--- src/rtl/alu_pkg.sv ---
// Shared opcode, flag and buffer-entry definitions for the ALU result path.
package alu_pkg;

  localparam int unsigned OP_W   = 4;
  localparam int unsigned FLAG_W = 4;

  localparam int unsigned FLAG_N = 3;
  localparam int unsigned FLAG_Z = 2;
  localparam int unsigned FLAG_C = 1;
  localparam int unsigned FLAG_V = 0;

  typedef enum logic [OP_W-1:0] {
    OP_ADD = 4'b0000,
    OP_SUB = 4'b0001,
    OP_AND = 4'b0010,
    OP_OR  = 4'b0011,
    OP_NOT = 4'b0100,
    OP_XOR = 4'b0101,
    OP_SRL = 4'b0110,
    OP_SLL = 4'b0111,
    OP_SRA = 4'b1000,
    OP_SLA = 4'b1001
  } alu_op_e;

  localparam logic [OP_W-1:0] OP_LAST = 4'b1001;

  // Side-band part of a buffer entry; the result word sits beside it because
  // its width is a per-instance parameter.
  typedef struct packed {
    logic [OP_W-1:0]   op;
    logic [FLAG_W-1:0] flags;
    logic              illegal;
  } entry_t;

endpackage

--- src/rtl/alu_flag_gen.sv ---
// Combinational N/Z/C/V and illegal-opcode decode for one ALU result.
module alu_flag_gen
  import alu_pkg::*;
#(
  parameter int unsigned Nbits = 5
) (
  input  logic [Nbits-1:0]  alu_out,
  input  logic [OP_W-1:0]   alu_op,
  input  logic              alu_carry,
  input  logic              alu_ovf,
  output logic [FLAG_W-1:0] flags,
  output logic              op_illegal
);

  logic is_arith;

  // Carry and overflow only mean something on the adder path.
  always_comb begin
    is_arith   = (alu_op == OP_W'(OP_ADD)) || (alu_op == OP_W'(OP_SUB));
    op_illegal = (alu_op > OP_LAST);
    flags      = {alu_out[Nbits-1],
                  (alu_out == '0),
                  is_arith & alu_carry,
                  is_arith & alu_ovf};
  end

endmodule

--- src/rtl/alu_result_stage.sv ---
// Registered ALU output stage: flag capture plus a 2-entry skid buffer toward
// the writeback/flag consumer, with a sticky overflow bit on popped results.
module alu_result_stage
  import alu_pkg::*;
#(
  parameter int unsigned Nbits = 5,
  parameter int unsigned OPW   = 4
) (
  input  logic             clk,
  input  logic             rst,
  input  logic             in_valid,
  output logic             in_ready,
  input  logic [Nbits-1:0] alu_out,
  input  logic [OPW-1:0]   alu_op,
  input  logic             alu_carry,
  input  logic             alu_ovf,
  output logic             out_valid,
  input  logic             out_ready,
  output logic [Nbits-1:0] result,
  output logic [OPW-1:0]   op,
  output logic [3:0]       flags,
  output logic             op_illegal,
  output logic             ovf_sticky,
  input  logic             clr_sticky
);

  localparam int unsigned CNT_W = 2;

  logic [CNT_W-1:0]  count_q, count_d;
  logic [Nbits-1:0]  head_res_q, head_res_d;
  logic [Nbits-1:0]  tail_res_q, tail_res_d;
  entry_t            head_q, head_d;
  entry_t            tail_q, tail_d;
  entry_t            new_entry;
  logic              valid_q, valid_d;
  logic              sticky_q, sticky_d;
  logic [FLAG_W-1:0] new_flags;
  logic              new_illegal;
  logic              push, pop;

  alu_flag_gen #(.Nbits(Nbits)) u_flag_gen (
    .alu_out    (alu_out),
    .alu_op     (alu_op),
    .alu_carry  (alu_carry),
    .alu_ovf    (alu_ovf),
    .flags      (new_flags),
    .op_illegal (new_illegal)
  );

  assign new_entry = '{op: alu_op, flags: new_flags, illegal: new_illegal};

  // Ready depends only on registered occupancy, never on out_ready.
  assign in_ready = !rst && (count_q != CNT_W'(2));
  assign push     = in_valid && in_ready;
  assign pop      = valid_q && out_ready;

  always_comb begin
    count_d    = count_q;
    head_d     = head_q;
    head_res_d = head_res_q;
    tail_d     = tail_q;
    tail_res_d = tail_res_q;
    sticky_d   = sticky_q;

    case (count_q)
      CNT_W'(0): begin
        if (push) begin
          head_d     = new_entry;
          head_res_d = alu_out;
          count_d    = CNT_W'(1);
        end
      end
      CNT_W'(1): begin
        if (push && pop) begin
          head_d     = new_entry;
          head_res_d = alu_out;
        end else if (push) begin
          tail_d     = new_entry;
          tail_res_d = alu_out;
          count_d    = CNT_W'(2);
        end else if (pop) begin
          // Head keeps the popped values; they are don't-care while empty.
          count_d = CNT_W'(0);
        end
      end
      CNT_W'(2): begin
        if (pop) begin
          head_d     = tail_q;
          head_res_d = tail_res_q;
          count_d    = CNT_W'(1);
        end
      end
      default: count_d = CNT_W'(0);
    endcase

    valid_d = (count_d != CNT_W'(0));

    // A V=1 pop beats a concurrent clear.
    if (pop && head_q.flags[FLAG_V]) begin
      sticky_d = 1'b1;
    end else if (clr_sticky) begin
      sticky_d = 1'b0;
    end
  end

  always_ff @(posedge clk) begin
    if (rst) begin
      count_q    <= '0;
      valid_q    <= 1'b0;
      head_q     <= '0;
      head_res_q <= '0;
      tail_q     <= '0;
      tail_res_q <= '0;
      sticky_q   <= 1'b0;
    end else begin
      count_q    <= count_d;
      valid_q    <= valid_d;
      head_q     <= head_d;
      head_res_q <= head_res_d;
      tail_q     <= tail_d;
      tail_res_q <= tail_res_d;
      sticky_q   <= sticky_d;
    end
  end

  assign out_valid  = valid_q;
  assign result     = head_res_q;
  assign op         = head_q.op;
  assign flags      = head_q.flags;
  assign op_illegal = head_q.illegal;
  assign ovf_sticky = sticky_q;

endmodule

--- config.mk ---
export PLATFORM = sky130hd
export DESIGN_NAME = alu_result_stage
export DESIGN_NICKNAME = d
export VERILOG_FILES = /design/src/rtl/alu_pkg.sv /design/src/rtl/alu_flag_gen.sv /design/src/rtl/alu_result_stage.sv
export SDC_FILE = /design/constraint.sdc
export NUM_CORES = 1
export LEC_CHECK = 0
export CORE_UTILIZATION = 37
export CTS_BUF_LIST = sky130_fd_sc_hd__clkbuf_4
export CTS_CLUSTER_DIAMETER = 100
export DETAILED_ROUTE_END_ITERATION = 8
export GPL_TIMING_DRIVEN = 0
export HOLD_SLACK_MARGIN = 0.12
export SKIP_CTS_REPAIR_TIMING = 1
export SYNTH_ARGS = -nofsm -noshare
export SYNTH_HDL_FRONTEND = slang
export SYNTH_SLANG_ARGS = --single-unit
--- constraint.sdc ---
create_clock -name clk -period 4.3 [get_ports clk]
set_clock_uncertainty 0.2 [all_clocks]
set_input_delay 1.29 -clock clk [delete_from_list [all_inputs] [get_ports clk]]
set_output_delay 1.29 -clock clk [all_outputs]
set_load 0.05 [all_outputs]
# ---- Word level (Yosys, flattened, before mapping)
# Index checks and enable logic that the tools add are counted.
dict set report word_totals {
  ff_bits 32
  latch_bits 0
  mem_bits_rw 0
  romBits 0
  input_bits 16
  out_inout_bits 17
  wordCells 53
  n_memories 0
}
dict set report op_classes {
  n_addsub 0
  mul 0
  div_mod_pow 0
  n_lt_le_gt_ge 1
  eq_ne 7
  shift 0
  mux 16
  n_bitwise 3
  reduce_logical 15
}
# cell n
set op_table {}
lappend op_table {{2-to-1 mux 9 bit} 3}
lappend op_table {{one-hot mux 9 bit (3 select lines)} 1}
lappend op_table {{2-to-1 mux 5 bit} 3}
lappend op_table {{one-hot mux 5 bit (3 select lines)} 1}
lappend op_table {{2-to-1 mux 2 bit} 5}
lappend op_table {{!= test 2 bit, second input constant} 4}
lappend op_table {{one-hot mux 2 bit (3 select lines)} 1}
lappend op_table {{logical AND 1 bit} 5}
lappend op_table {{zero test 5 bit} 1}
lappend op_table {{equality test 4 x 1 -> 1 bit, second input constant} 1}
lappend op_table {{> comparator 4 bit, second input constant} 1}
lappend op_table {{zero test 4 bit} 1}
lappend op_table {{AND reduction 4 bit} 1}
lappend op_table {{nonzero test 2 bit} 2}
lappend op_table {{AND reduction 3 bit} 1}
lappend op_table {{nonzero test 3 bit} 1}
lappend op_table {{bitwise AND 1 bit} 2}
lappend op_table {{equality test 2 x 1 -> 1 bit, second input constant} 1}
lappend op_table {{equality test 2 bit, second input constant} 1}
lappend op_table {{zero test 2 bit} 1}
lappend op_table {{2-to-1 mux 1 bit} 2}
lappend op_table {{zero test 1 bit} 1}
lappend op_table {{logical OR 1 bit} 1}
lappend op_table {{inverter 1 bit} 1}

# ---- Logic depth before layout (Yosys ltp)
# Gate-level depths: netlist (run 1).
dict set report logic_depth {
  depth_word 7
  depth_mapped 5
  depth_no_buf 3
}

# ---- Modules after synthesis
# From an unflattened synthesis (run 1), not the netlist that was laid out.
dict set report hier_totals {
  hier_cells 160
  hier_area_um2 1531.5
}
# mod instances cells_per_inst area_per_inst_um2 seq_area_each_um2
set modules_own_cells {}
lappend modules_own_cells {alu_result_stage 1 153 1487.7 640.6}
lappend modules_own_cells {alu_flag_gen 1 7 43.8 0.0}

# ---- Least setup slack after synthesis (run 1)
# OpenSTA, ideal clock, no wires.
dict set report synth_path {
  path_type {input-to-output}
  from {in rst}
  to {out in_ready}
  t_arrival_ns 2.296
  required_time_ns 2.810
  setup_slack_ns 0.514
  stages 3
  n_path_buf 2
  path_cell_list {buf_2 > clkbuf_1 > nor2_1}
}
dict set report synth_via {
  elab_chain_cells 2
}
# item line
set synth_rtl {}
lappend synth_rtl {{start: declaration} alu_result_stage.sv:10} ;# input logic rst,
lappend synth_rtl {{zero test 1 bit} alu_result_stage.sv:53} ;# assign in_ready = !rst && (count_q != CNT_W'(2));
lappend synth_rtl {{logical AND 1 bit} alu_result_stage.sv:53}
lappend synth_rtl {{end: declaration} alu_result_stage.sv:12} ;# output logic in_ready,
# Every way passes these cells.

# ---- Worst setup path after layout (run 1)
# Same ends and word-level chain as after synthesis.

==> results of run 1 <==
==> worst max-delay path: stages <==
cell and delay (ps):
buf_2 140, clkbuf_1 240, nor2_1 190, clkdlybuf4s50_1 810
==> power groups by stage <==
stage                     Combinational, mW  Clock, mW  Sequential, mW
after floorplan                      0.0832          0           0.352
after global placement                0.185          0           0.312
after detailed placement              0.187          0           0.313
after CTS                             0.187      0.221           0.306
after global routing                  0.197      0.235           0.309
final                                 0.186      0.213           0.307
==> metal layers <==
| layer | track usage | vias up | share of wire |
|---|---|---|---|
| li1 | - | 662 | - |
| met1 | 0.249 | 664 | 0.48 |
| met2 | 0.330 | 26 | 0.48 |
| met3 | 0.0458 | 4 | 0.029 |
| met4 | 0.0833 | 0 | 0.010 |
| met5 | 0 | - | 0 |
==> layout by cell type, fill, tap and decap left out, types with 2 or more instances in the layout <==
| cell | instances |
|---|---|
| mux2i_1 | 9 |
| a211oi_2 | 9 |
| nor3_1 | 2 |
| o21ai_0 | 14 |
| buf_4 | 4 |
| nand3_1 | 15 |
| clkdlybuf4s50_1 | 31 |
| buf_6 | 2 |
| nor4b_1 | 2 |
| clkbuf_1 | 4 |
| nand2b_1 | 2 |
| dfxtp_1 | 30 |
| buf_2 | 6 |
| clkbuf_4 | 5 |
| nor2_1 | 2 |
| a311oi_1 | 3 |
| a211oi_1 | 13 |
| nand2_1 | 8 |
| a21oi_1 | 15 |
==> flip-flops by register name, indices dropped and copies added (netlist names) <==
register / count
tail_res_q: 5
op_illegal: 1
out_valid: 1
count_q: 2
ovf_sticky: 1
flags: 3
result: 5
tail_q: 8
op: 4
==> worst max-delay path by stage <==
stage          startpoint  endpoint  slack, ps
4_1_cts               rst  in_ready        140
2_1_floorplan         rst  in_ready        510
3_5_place_dp          rst  in_ready        140
6_report              rst  in_ready        130
3_3_place_gp          rst  in_ready        140
5_1_grt               rst  in_ready         90
==> cells by family after synthesis <==
| group | Yosys count |
|---|---|
| and+or+nand+nor | 36 |
| AOI/OAI and AO/OA | 62 |
| muxes | 9 |
| DFF | 30 |
| buffers and inverters | 18 |
==> final cells by class <==
type	instances	area (um2)	share of cell area
multi-input combinational	107	748	0.395
sequential	30	601	0.317
timing repair buffer	31	310	0.164
buffer	17	101	0.0535
tap	48	60.1	0.0317
clock buffer	5	37.5	0.0198
clock inverter	2	33.8	0.0178
inverter	1	3.75	0.00198
==> impl_results.md, run 1 <==
- Xor/xnor share of the synthesized area: 0
- Leading area contributor after synthesis: dfxtp_1
- DR iter-0 viols: 33
- TNS Setup: 0 ps
- Max_cap viols: 0
- Max-slew headroom: 0.535
- Vias in the first global route: 1337
- Hold WS: 282 ps
- Synth unique cells: 32
- FF-to-FF End: tail_q[2]
- Inst Count DP: 234
- Syn nets: 171
- Worst Max-Slew Pin Slew: 698 ps
- Post-synthesis mux area share: 0.0620
- Antenna Nets Post-Route: 0
- Internal power: 0.483 mW
- Ys async rst share: 0
- Wirelength, routed: 3780 um
- Hold WC Path Type: register to register
- Kind of critical path: primary input to output port
- Rows: 22
- Gr usage total: 0.200
- Design Power: 0.706 mW
- Run status: finished, final reports clean
- Die Area: 4180 um2
- Crit. End Element: output port
- DRC Markers: 0
- Routed WL per cell: 15.7 um
- RSZ-0062 raised after global routing: no
- Final GP Congestion: 0.851
- Compound-Gate Fraction of Synth Area: 0.312
- Vias: 1356
- Filler Cell Count: 384
- CTS tree: built
- Synthesis warning total: 0
- Synth-to-layout area growth: 30.4%
- Post-synthesis cell count: 155
- Die Ht: 64.7 um
- GRT overflow: 0
- Sw Ratio: 0.316
- Tmin final: 4170 ps
- Post-Synth Simple-Gate Area: 0.140
- Share of cells above drive strength 1: 0.155
- First-pass GRT wire length: 6340 um
- Nets: 209
- Core Area: 3720 um2
- Setup violators final: 0
- Drt pass-1 iters: 4
- Sequential share of power: 0.434
- Post-Layout Cell Count: 241
- Crit path DAT: 2680 ps
- Comb pwr share: 0.264
- Final hold violations: 0
- Hold Crit Start: tail_res_q[2]
- Hold path cells: 2
- Clk buf depth: 2
- Clock transition at the registers of the reported paths: 90 ps
- Largest family of logic cells by synthesized area: compound AO/OA/AOI/OAI gates
- Clk network pwr share: 0.302
- DP Wirelength: 2710 um
- Ys flop type: dfxtp_1
- Util after Layout: 0.510
- Largest cells by area after synthesis: dfxtp_1, a211oi_2, a211oi_1
- Starting Density: 0.391
- CTS HTree Levels: 2
- Max Clk Rate: 240 MHz
- R2r startpoint: count_q[1]
- Die span in x: 64.7 um
- Post-synth EDFFs: 0
- Crit path launch type: primary input
- ANT cells: 0
- Reg2reg path depth: 4
- Worst Setup Slack, final: 128 ps
- Num CTS Buffers: 5
- Synthesis-stage register bit count: 30
- Initial antenna violation count: 0
- IO Port Bufs: 31
- Pwr Density: 373 nW/um2
- Critical Path RT: 2810 ps
- Via-to-Cell Ratio: 5.63
- CP Max Fanout: 10
- Root Driver: clkbuf_4
- Count leader, synth: dfxtp_1
- R2R Setup Slk: 2440 ps
- Avg Cell Area, Syn: 9.38 um2
- Peak VDD IR: 164 uV
- Pin count of the biggest net entering global routing: 11
- Adder-cell share of the synthesized area: 0
- Post-DP Area: 1820 um2
- Hold path endpoint: tail_res_q[2]
- Final period util: 0.970
- Worst slack at placement: 142 ps
- I/O pin count: 33
- Switching power: 0.223 mW
- Syn Std Cell Area: 1450 um2
- Cell area after layout: 1900 um2
- Commonest cells post-synth: dfxtp_1, a21oi_1, nand3_1
- Sink Count: 30
- Leak pwr: 0.686 nW
- Yosys top cell area share: 0.413
- Clock Latency Late Sink: 320 ps
- Max-slew violation count: 0
- Sequential share of the synthesized area: 0.413
(Power assumes the default switching activity.)
==> inputs of run 2 (changes only) <==
--- a/config.mk
+++ b/config.mk
@@ -5,6 +5,7 @@
 export SDC_FILE = /design/constraint.sdc
 export NUM_CORES = 1
 export LEC_CHECK = 0
+export CORE_MARGIN = 5
 export CORE_UTILIZATION = 37
 export CTS_BUF_LIST = sky130_fd_sc_hd__clkbuf_4
 export CTS_CLUSTER_DIAMETER = 100
==> run 2 against run 1 <==
Effect of this change: count of clock-buffer cells in the layout is the same; routed wire length grew 3.3%; sequential cell count is the same; hold slack lost 4.3 ps.
==> impl_results.md, run 2 (synthesis results as in run 1) <==
- Worst Max-Slew Pin Slew: 685 ps (was 698 ps)
- Pin count of the biggest net entering global routing: 11 (unchanged)
- Reg2reg path depth: 4 (unchanged)
- Kind of critical path: primary input to output port (unchanged)
- Setup violators final: 0 (unchanged)
- Critical Path RT: 2810 ps (about the same)
- Root Driver: clkbuf_4 (unchanged)
- Peak VDD IR: 177 uV (was 164 uV)
- Final hold violations: 0 (unchanged)
- FF-to-FF End: tail_res_q[0] (was tail_q[2])
- Core Area: 3740 um2 (was 3720 um2)
- Clk buf depth: 2 (unchanged)
- Die Area: 5280 um2 (was 4180 um2)
- I/O pin count: 33 (unchanged)
- Antenna Nets Post-Route: 0 (unchanged)
- Commonest cells after routing, fill and taps aside: clkdlybuf4s50_1, dfxtp_1, a21oi_1, nand3_1, o21ai_0 (unchanged)
- Worst path depth: 4 (unchanged)
- DP Wirelength: 2790 um (was 2710 um)
- Max-slew violation count: 0 (unchanged)
- Crit path largest cell delay: 720 ps (was 810 ps)
- Routed WL per cell: 16.2 um (was 15.7 um)
- Hold WC Path Type: register to register (unchanged)
- Max_cap viols: 0 (unchanged)
- Buf/Inv on CP: 3 (unchanged)
- Crit path launch type: primary input (unchanged)
- Crit. End Element: output port (unchanged)
- R2R Setup Slk: 2500 ps (was 2440 ps)
- Rows: 22 (unchanged)
- Synth-to-layout area growth: 28.8% (was 30.4%)
- R2r startpoint: count_q[1] (unchanged)
- RSZ-0062 raised after global routing: no (unchanged)
- Clock transition at the registers of the reported paths: 100 ps (was 90 ps)
- TNS Setup: 0 ps (unchanged)
- DRC Markers: 0 (unchanged)
- CP startpoint: rst (unchanged)
- Vias: 1395 (was 1356)
- Num CTS Buffers: 5 (unchanged)
- Final GP Congestion: 0.796 (was 0.851)
- Max Clk Rate: 242 MHz (was 240 MHz)
- Most common cell after layout, fill and taps aside: clkdlybuf4s50_1 (unchanged)
- Die Ht: 72.7 um (was 64.7 um)
- IO Port Bufs: 31 (unchanged)
- Starting Density: 0.388 (was 0.391)
- Design Power: 0.649 mW (was 0.706 mW)
- CTS tree: built (unchanged)
- Vias in the first global route: 1291 (was 1337)
- Max-slew headroom: 0.544 (was 0.535)
- Crit path to: in_ready (unchanged)
- DR iter-0 viols: 82 (was 33)
- ANT cells: 0 (unchanged)
- Via-to-Cell Ratio: 5.76 (was 5.63)
- Largest Register: tail_q (unchanged)
- Gr usage total: 0.155 (was 0.200)
- CP Max Fanout: 10 (unchanged)
- CTS HTree Levels: 2 (unchanged)
- CP Cell Sequence: buf_2 > clkbuf_1 > nor2_1 > clkdlybuf4s50_1 (unchanged)
- Die span in x: 72.7 um (was 64.7 um)
- Final period util: 0.959 (was 0.970)
- Leak pwr: 0.675 nW (was 0.686 nW)
- Nets: 209 (unchanged)
- Filler Cell Count: 382 (was 384)
- Drt pass-1 iters: 4 (unchanged)
- CP max stage cell: clkdlybuf4s50_1 (unchanged)
- GRT overflow: 0 (unchanged)
- Initial antenna violation count: 0 (unchanged)
- Clock Latency Late Sink: 330 ps (was 320 ps)
- CP top delay family: buffers and inverters (unchanged)
- Tmin final: 4130 ps (was 4170 ps)
- Run status: finished, final reports clean (unchanged)
- First-pass GRT wire length: 6380 um (was 6340 um)
- Share of cells above drive strength 1: 0.149 (was 0.155)
- Sink Count: 30 (unchanged)
- Max FFs per register: 8 (unchanged)
- Crit path DAT: 2630 ps (was 2680 ps)
- Pwr Density: 346 nW/um2 (was 373 nW/um2)
- Wirelength, routed: 3910 um (was 3780 um)
-- run 2: report_power, final --
part	leakage (nW)	internal (mW)	switching, mW
Sequential	0.245	0.294	0.0123
Combinational	0.402	0.0718	0.116
Clock	0.0277	0.0581	0.0967
Total	0.675	0.424	0.225
-- run 2: how the worst min path moves through the flow --
stage	start	slack, ps	end	cells after the start
2_1_floorplan	tail_q[5]	250	tail_q[5]	2
3_3_place_gp	ovf_sticky	260	ovf_sticky	2
3_5_place_dp	ovf_sticky	260	ovf_sticky	2
4_1_cts	ovf_sticky	280	ovf_sticky	2
5_1_grt	tail_res_q[1]	300	tail_res_q[1]	2
6_report	ovf_sticky	280	ovf_sticky	2
-- run 2: metrics by stage --
stage               setup WS (ps)  utilization  hold slack (ps)  cells  cell area, um2
floorplan                     514            -              253    155            1450
global placement              172        0.487              260    234            1820
detailed placement            183        0.487              265    234            1820
CTS                           172        0.500              279    242            1870
global route                  109        0.500              301    242            1870
finish                        175        0.500              278    242            1870
-- run 2: layer usage --
metal | GRT usage | vias to the layer above | wire length (um)
li1 | - | 662 | -
met5 | 0 | - | 0
met2 | 0.237 | 57 | 1800
met4 | 0.0738 | 0 | 75
met1 | 0.204 | 668 | 1760
met3 | 0.0386 | 8 | 276
-- run 2: area by class of cell --
class	instances	area, um2	area share
well taps	48	60.1	0.0321
clock buffers	5	37.5	0.0200
inverters	1	3.75	0.00200
plain buffers	17	101	0.0541
clock inverters	3	11.3	0.00601
repair buffers	31	310	0.166
multi-input cells	107	748	0.399
flip-flops and latches	30	601	0.321
-- run 2: worst min-delay path, cell delays in order (launching register included) --
cell      delay, ps
dfxtp_1         320
nand2b_1         60
a21oi_1          50
==> inputs of run 3 (changes only) <==
--- a/config.mk
+++ b/config.mk
@@ -5,6 +5,8 @@
 export SDC_FILE = /design/constraint.sdc
 export NUM_CORES = 1
 export LEC_CHECK = 0
+export CAP_MARGIN = 20
+export CORE_ASPECT_RATIO = 1.5
 export CORE_MARGIN = 5
 export CORE_UTILIZATION = 37
 export CTS_BUF_LIST = sky130_fd_sc_hd__clkbuf_4
@@ -13,6 +15,7 @@
 export GPL_TIMING_DRIVEN = 0
 export HOLD_SLACK_MARGIN = 0.12
 export SKIP_CTS_REPAIR_TIMING = 1
+export SLEW_MARGIN = 20
 export SYNTH_ARGS = -nofsm -noshare
 export SYNTH_HDL_FRONTEND = slang
 export SYNTH_SLANG_ARGS = --single-unit
==> run 3 against run 2 <==
Effect of this change: worst setup slack got worse by 23 ps; non-clock buffer count unchanged; count of clock-buffer cells in the layout increased by 1.
==> impl_results.md, run 3 (synthesis results as in run 1) <==
- Run status: finished, final reports clean (unchanged)
- Drt pass-1 iters: 4 (unchanged)
- CP startpoint: rst (unchanged)
- Share of cells above drive strength 1: 0.160 (was 0.149)
- RSZ-0062 raised after global routing: no (unchanged)
- CTS tree: built (unchanged)
- CTS HTree Levels: 2 (unchanged)
- TNS Setup: 0 ps (unchanged)
- Max-slew violation count: 0 (unchanged)
- CP max stage cell: clkdlybuf4s50_1 (unchanged)
- Peak VDD IR: 239 uV (was 177 uV)
- Hold WS: 275 ps (was 278 ps)
- Sink Count: 30 (unchanged)
- Die Ht: 86.8 um (was 72.7 um)
- Most common cell after layout, fill and taps aside: clkdlybuf4s50_1 (unchanged)
- Initial antenna violation count: 0 (unchanged)
- Final period util: 0.965 (was 0.959)
- Max Clk Rate: 241 MHz (was 242 MHz)
- DRC Markers: 0 (unchanged)
- R2r startpoint: count_q[1] (unchanged)
- Wirelength, routed: 3890 um (was 3910 um)
- GRT overflow: 0 (unchanged)
- DP Wirelength: 2820 um (was 2790 um)
- Via-to-Cell Ratio: 5.59 (was 5.76)
- Design Power: 0.659 mW (was 0.649 mW)
- Nets: 209 (unchanged)
- Setup violators final: 0 (unchanged)
- Hold Crit Start: ovf_sticky (unchanged)
- Pin count of the biggest net entering global routing: 11 (unchanged)
- Vias in the first global route: 1388 (was 1291)
- Clock transition at the registers of the reported paths: 90 ps (was 100 ps)
- Clk buf depth: 2 (unchanged)
- CP Max Fanout: 10 (unchanged)
- Gr usage total: 0.162 (was 0.155)
- Vias: 1337 (was 1395)
- Final hold violations: 0 (unchanged)
- Tmin final: 4150 ps (was 4130 ps)
- Starting Density: 0.374 (was 0.388)
- Num CTS Buffers: 5 (unchanged)
- Die span in x: 61.2 um (was 72.7 um)
- CP Cell Sequence: buf_2 > clkbuf_1 > nor2_1 > clkdlybuf4s50_1 (unchanged)
- Antenna Nets Post-Route: 0 (unchanged)
- Kind of critical path: primary input to output port (unchanged)
- Crit. End Element: output port (unchanged)
- Leak pwr: 0.680 nW (was 0.675 nW)
- Root Driver: clkbuf_4 (unchanged)
- ANT cells: 0 (unchanged)
- Inst Count DP: 231 (was 234)
- Max FFs per register: 8 (unchanged)
- IO Port Bufs: 31 (unchanged)
- Synth-to-layout area growth: 28.9% (was 28.8%)
- I/O pin count: 33 (unchanged)
- DR iter-0 viols: 35 (was 82)
- Crit path DAT: 2660 ps (was 2630 ps)
- Die Area: 5310 um2 (was 5280 um2)
- Crit path largest cell delay: 720 ps (about the same)
- Filler Cell Count: 390 (was 382)
- Post-Layout Cell Count: 239 (was 242)
- Commonest cells after routing, fill and taps aside: clkdlybuf4s50_1, dfxtp_1, a21oi_1, nand3_1, o21ai_0 (unchanged)
- Crit path launch type: primary input (unchanged)
- Core Area: 3890 um2 (was 3740 um2)
- Largest Register: tail_q (unchanged)
- Routed WL per cell: 16.3 um (was 16.2 um)
- Worst Max-Slew Pin Slew: 698 ps (was 685 ps)
- Final GP Congestion: 0.844 (was 0.796)
- Rows: 28 (was 22)
- Max-slew headroom: 0.535 (was 0.544)
- Pwr Density: 352 nW/um2 (was 346 nW/um2)
- Hold WC Path Type: register to register (unchanged)
- Critical Path RT: 2810 ps (about the same)
- Clock Latency Late Sink: 330 ps (about the same)
- Util after Layout: 0.482 (was 0.500)
- Max_cap viols: 0 (unchanged)
- First-pass GRT wire length: 6440 um (was 6380 um)
-- run 3: layout make-up --
cell class | count | area [um2] | area share
multi-input cells | 107 | 748 | 0.399
flip-flops and latches | 30 | 601 | 0.320
repair buffers | 31 | 310 | 0.166
clock inverters | 2 | 8.76 | 0.00467
inverters | 1 | 3.75 | 0.00200
well taps | 45 | 56.3 | 0.0300
clock buffers | 6 | 45.0 | 0.0240
plain buffers | 17 | 101 | 0.0541
-- run 3: power breakdown --
| group | switching (mW) | internal, mW |
|---|---|---|
| logic | 0.115 | 0.0718 |
| clock network | 0.0986 | 0.0676 |
| registers | 0.0123 | 0.294 |
-- run 3: metal layers --
metal	global-route usage	vias up	wire, um
li1	-	662	-
met1	0.195	640	1610
met2	0.275	30	2050
met3	0.0417	5	176
met4	0.0473	0	55
met5	0	-	0
-- run 3: worst max-delay path: cells and delay by family --
kind                   cells  cell delay (ps)
AND/OR/NAND/NOR            1              100
buffers and inverters      3             1260
-- run 3: path summary, 6_finish.rpt --
| kind | slack, ps | depth (start not counted) | to |
|---|---|---|---|
| min | 280 | 2 | ovf_sticky |
| min reg2reg | 280 | 2 | ovf_sticky |
| max reg2reg | 2500 | 4 | tail_q[8] |
| max | 150 | 4 | in_ready |
-- run 3: stage by stage --
stage                     instance area [um2]  setup slack [ps]
after detailed placement                 1820               122
after global routing                     1870              62.0
after global placement                   1820               145
after CTS                                1870               124
final                                    1870               152
after floorplan                          1450               514
